[src/rtl/product_accumulator.sv]
// Sums groups of up to COUNT unsigned products from the multiplier and presents
// each group's sum and product count on a valid/ready output.
module product_accumulator #(
  parameter int unsigned PROD_W = 8,
  parameter int unsigned COUNT  = 4,
  parameter int unsigned ACC_W  = 10,
  parameter int unsigned CNT_W  = 3
) (
  input  logic              clk,
  input  logic              rst_n,
  input  logic              in_valid,
  output logic              in_ready,
  input  logic [PROD_W-1:0] in_prod,
  input  logic              in_last,
  input  logic              clear,
  output logic              out_valid,
  input  logic              out_ready,
  output logic [ACC_W-1:0]  out_sum,
  output logic [CNT_W-1:0]  out_count
);

  typedef enum logic [0:0] {StAccum, StHold} state_e;

  localparam logic [CNT_W-1:0] CountMax = CNT_W'(COUNT);

  state_e            state_q, state_d;
  logic [ACC_W-1:0]  acc_q, acc_d;
  logic [CNT_W-1:0]  cnt_q, cnt_d;
  logic [ACC_W-1:0]  sum_q, sum_d;
  logic [CNT_W-1:0]  count_q, count_d;
  // Keeps in_ready low until the first clock edge after reset release.
  logic              live_q;

  logic [ACC_W-1:0]  acc_sum;
  logic [CNT_W-1:0]  cnt_inc;

  assign acc_sum = acc_q + {{(ACC_W - PROD_W){1'b0}}, in_prod};
  assign cnt_inc = cnt_q + CNT_W'(1);

  assign in_ready  = live_q && (state_q == StAccum);
  assign out_valid = (state_q == StHold);
  assign out_sum   = sum_q;
  assign out_count = count_q;

  always_ff @(posedge clk or negedge rst_n) begin
    if (!rst_n) begin
      state_q <= StAccum;
      acc_q   <= '0;
      cnt_q   <= '0;
      sum_q   <= '0;
      count_q <= '0;
      live_q  <= 1'b0;
    end else begin
      state_q <= state_d;
      acc_q   <= acc_d;
      cnt_q   <= cnt_d;
      sum_q   <= sum_d;
      count_q <= count_d;
      live_q  <= 1'b1;
    end
  end

  always_comb begin
    state_d = state_q;
    acc_d   = acc_q;
    cnt_d   = cnt_q;
    sum_d   = sum_q;
    count_d = count_q;
    // clear wins over a same-cycle accept or output handshake.
    if (clear) begin
      state_d = StAccum;
      acc_d   = '0;
      cnt_d   = '0;
    end else begin
      unique case (state_q)
        StAccum: begin
          if (in_valid && in_ready) begin
            if ((cnt_inc == CountMax) || in_last) begin
              sum_d   = acc_sum;
              count_d = cnt_inc;
              acc_d   = '0;
              cnt_d   = '0;
              state_d = StHold;
            end else begin
              acc_d = acc_sum;
              cnt_d = cnt_inc;
            end
          end
        end
        StHold: begin
          if (out_ready) state_d = StAccum;
        end
        default: state_d = StAccum;
      endcase
    end
  end

endmodule

[config.mk]
export PLATFORM = sky130hd
export DESIGN_NAME = product_accumulator
export DESIGN_NICKNAME = d
export VERILOG_FILES = /design/src/rtl/product_accumulator.sv
export SDC_FILE = /design/constraint.sdc
export NUM_CORES = 1
export LEC_CHECK = 0
export CORE_MARGIN = 8
export CORE_UTILIZATION = 51
export CTS_CLUSTER_DIAMETER = 150
export DETAILED_ROUTE_END_ITERATION = 12
export PLACE_DENSITY = 0.79
export SETUP_SLACK_MARGIN = 0.5
export SLEW_MARGIN = 0
export SYNTH_ARGS = -nofsm -noshare
export SYNTH_HDL_FRONTEND = slang
export SYNTH_SLANG_ARGS = --single-unit
[constraint.sdc]
create_clock -name clk -period 2.6 [get_ports clk]
set_input_delay 0.26 -clock clk [delete_from_list [all_inputs] [get_ports clk]]
set_output_delay 0.26 -clock clk [all_outputs]
set_load 0.02 [all_outputs]
==> metrics.md <==
| Metric | Value |
|---|---|
| Status | `finished clean` |
| Antenna violations before repair | `0` |
| Share of cells above drive strength 1 | `12.57%` |
| Clk pwr share | `between 20% and 30%` |
| Sequential share of power | `46.2%` |
| WL/cell | `~16 um` |
| Final hold viol count | `0` |
| Slew Viols, Final | `0` |
| Top FF cell, synth | `dfrtp_1` |
| Worst-Margin Slew | `613.6 ps` |
| Dominant cell type by area after synthesis | `dfrtp_1` |
| Post_cts resized | `0` |
| Arr. time, crit path | `2220 ps` |
| Yosys cell types | `34` |
| EDFF count, synth | `0` |
| Setup slack after placement | `256.3 ps` |
| Max Cap Viol | `0` |
| Drt total wl | `3101 um` |
| Total gr overflow | `0` |
| RSZ-0062 raised after global routing | `no` |
| Port bufs | `28` |
| Root Driver | `clkbuf_4` |
| Maximum vdd drop | `0.0004771 V` |
| Global-route wire length before repair | `approximately 5500 um` |
| Area share of the largest cell type after synthesis | `roughly 47%` |
| Seq/Total Area, Yosys | `approximately 47%` |
| Syn_area_per_cell | `~11 um2` |
| Vias in the first global route | `about 1200` |
| CTS tree | `done` |
| Critical path class | `in2reg` |
| Post-DRT Antenna Nets | `0` |
| Die Y | `70.06 um` |
| CP Launch Type | `primary input` |
| Cell area power density | `roughly 600 mW/mm2` |
| Sink Count | `28` |
| Total global-route track usage | `roughly an eighth` |
| Switching portion of total power | `a little over a quarter` |
| Delay-heaviest family, CP | `adder cells` |
| Starting DRT DRC Count | `23` |
| Worst-path clk slew | `roughly 160 ps` |
| # diodes | `0` |
| Die area | `around 0.0049 mm2` |
| Worst Path Buf+Inv | `2` |
| PnR worst setup slack | `between 600 and 700 ps` |
| P_leak | `~0.00086 uW` |
| Maximum clock insertion buffer count | `2` |
| Yosys warnings | `0` |
| Slew HR | `between 50% and 60%` |
| Flip-flop and latch count after synthesis | `28` |
| Layout Nets | `just under 200` |
| Slowest Stage Delay on Critical Path | `approximately 460 ps` |
| Setup Fix Bufs, Post-CTS | `0` |
| Area grow syn2layout | `25.69%` |
| Post-Synthesis Cells | `approximately 130` |
| Synth top area cells | `dfrtp_1 (47%), ha_1 (8.4%), mux2_4 (7.1%)` |
| Initial core utilization | `a little over half` |
| H-tree depth | `1` |
| NetSw | `between 300 and 400 uW` |
| Largest net degree at the start of global routing | `29` |
| Routed vias/inst | `about 5.7` |
| Part of the cycle the worst path needs | `75.96%` |
| Mapped Area | `0.001490 mm2` |
| CTS buffer count | `3` |
| Cts hold-fix bufs | `0` |
| CP Cell Sequence | `clkdlybuf4s50_1 > ha_1 > inv_1 > fa_1 > nor2b_1 > o31a_1 > o22ai_1 > xnor2_1 > mux2_4` |
| Fmax | `roughly 0.5 GHz` |
| Asr flop ratio synth | `100.0%` |
| Clk Latency, worst-skew pair | `approximately 330 ps` |
| Int Pwr | `799.5 uW` |
| Worst hold path type | `in2async` |
| Die X | `roughly 70 um` |
| Worst setup EP type | `flop` |
| Combinational power share | `between 20 and 30%` |
| Dpl hpwl | `~2300 um` |
| # IOs | `29` |
| Vias | `about 1100` |
| WP data required | `2840 ps` |
| Slowest stage cell, crit path | `clkdlybuf4s50_1` |
| Area of the core | `0.002758 mm2` |
| Tmin final | `about 2000 ps` |
| Max FO, Critical Path | `3` |
| Detailed Routing Iterations Pass 1 | `6` |
| TNS Setup | `0 ps` |
| Final Skew | `approximately 13 ps` |
| Commonest cells after routing, fill and taps aside | `dfrtp_1 (28), clkdlybuf4s50_1 (28), o21ai_0 (12), nand2_1 (12), ha_1 (10)` |
| Row Count | `19` |
| Post-Syn Nets | `159` |
| Setup violators final | `0` |
| Drc violations | `0` |
| Final Wtd Congestion | `between 0.8 and 0.9` |
## area by class of cell
class	count	area, um2
fill	237	884.6
multi-input combinational	96	744.5
sequential	28	700.7
timing repair buffer	32	310.3
tap	31	38.79
clock inverter	1	30.03
inverter	7	26.28
clock buffer	3	22.52
## power by group through the flow
stage	Combinational [uW]	Clock, uW	Sequential, uW
final	306	286	509
after global routing	331	311	515
after CTS	310	292	509
after detailed placement	309	0	517
after global placement	304	0	515
after floorplan	118	0	564
## final timing paths
kind / startpoint / to / slack (ps) / cells past startpoint
worst max-delay path: in_prod[0] / out_sum[6] / 620 / 9
worst min-delay path: rst_n / out_sum[6] / 290 / 2
min in group clk: out_ready / out_valid / 500 / 2
worst min register to register: out_sum[9] / out_sum[9] / 500 / 2
max in group asynchronous: rst_n / acc_q[1] / 2040 / 2
worst max register to register: acc_q[0] / out_sum[6] / 620 / 8
## per-stage QoR
stage               hold slack, ps  power, uW  area [um2]  utilization [%]  instances
floorplan                   -35.59      682.5        1490                -        134
global placement             462.9      818.8        1813            65.74        193
detailed placement           470.1      826.3        1813            65.74        193
CTS                          296.1       1112        1866            67.65        197
global route                 292.7       1157        1873            67.92        198
finish                       286.0       1101        1873            67.92        198
## Yosys cell counts, drive strengths merged (2+ instances only)
master and n:
o21ai 12, nand3 3, xnor2 5, clkbuf 2
o221ai 3, a22o 8, o21a 2, nor2 5
o21bai 2, nor3 2, ha 10, xor2 2
dfrtp 28, a21oi 7, nand2 13, inv 7
mux2 7, or4 2, nor2b 2
## registers in the layout, indices dropped and copies added, names as in the netlist
register	cells
acc_q	10
cnt_q	3
live_q	1
out_count	3
out_sum	10
out_valid	1
## routing by layer
| metal | track usage (%) | vias to the layer above | routed length [um] |
|---|---|---|---|
| met5 | 0 | - | 0 |
| met4 | 3.125 | 0 | 11 |
| met3 | 3.814 | 2 | 152 |
| met2 | 23.35 | 21 | 1555 |
| met1 | 14.61 | 564 | 1381 |
| li1 | - | 544 | - |
## cells by family (layout without fill, tap and decap cells)
| kind of cell | after synthesis | count (layout) | synth area share, % |
|---|---|---|---|
| AO/OA/AOI/OAI | 37 | 37 | 16.79 |
| AND/OR/NAND/NOR | 33 | 33 | 12.01 |
| multiplexers | 7 | 7 | 7.053 |
| other | 1 | 1 | 0.2516 |
| XOR/XNOR | 7 | 7 | 4.114 |
| buffers and inverters | 10 | 43 | 3.023 |
| flip-flops | 28 | 28 | 47.02 |
| adder cells (fa/ha/maj) | 11 | 11 | 9.740 |
Power figures use the tool's default switching activity.
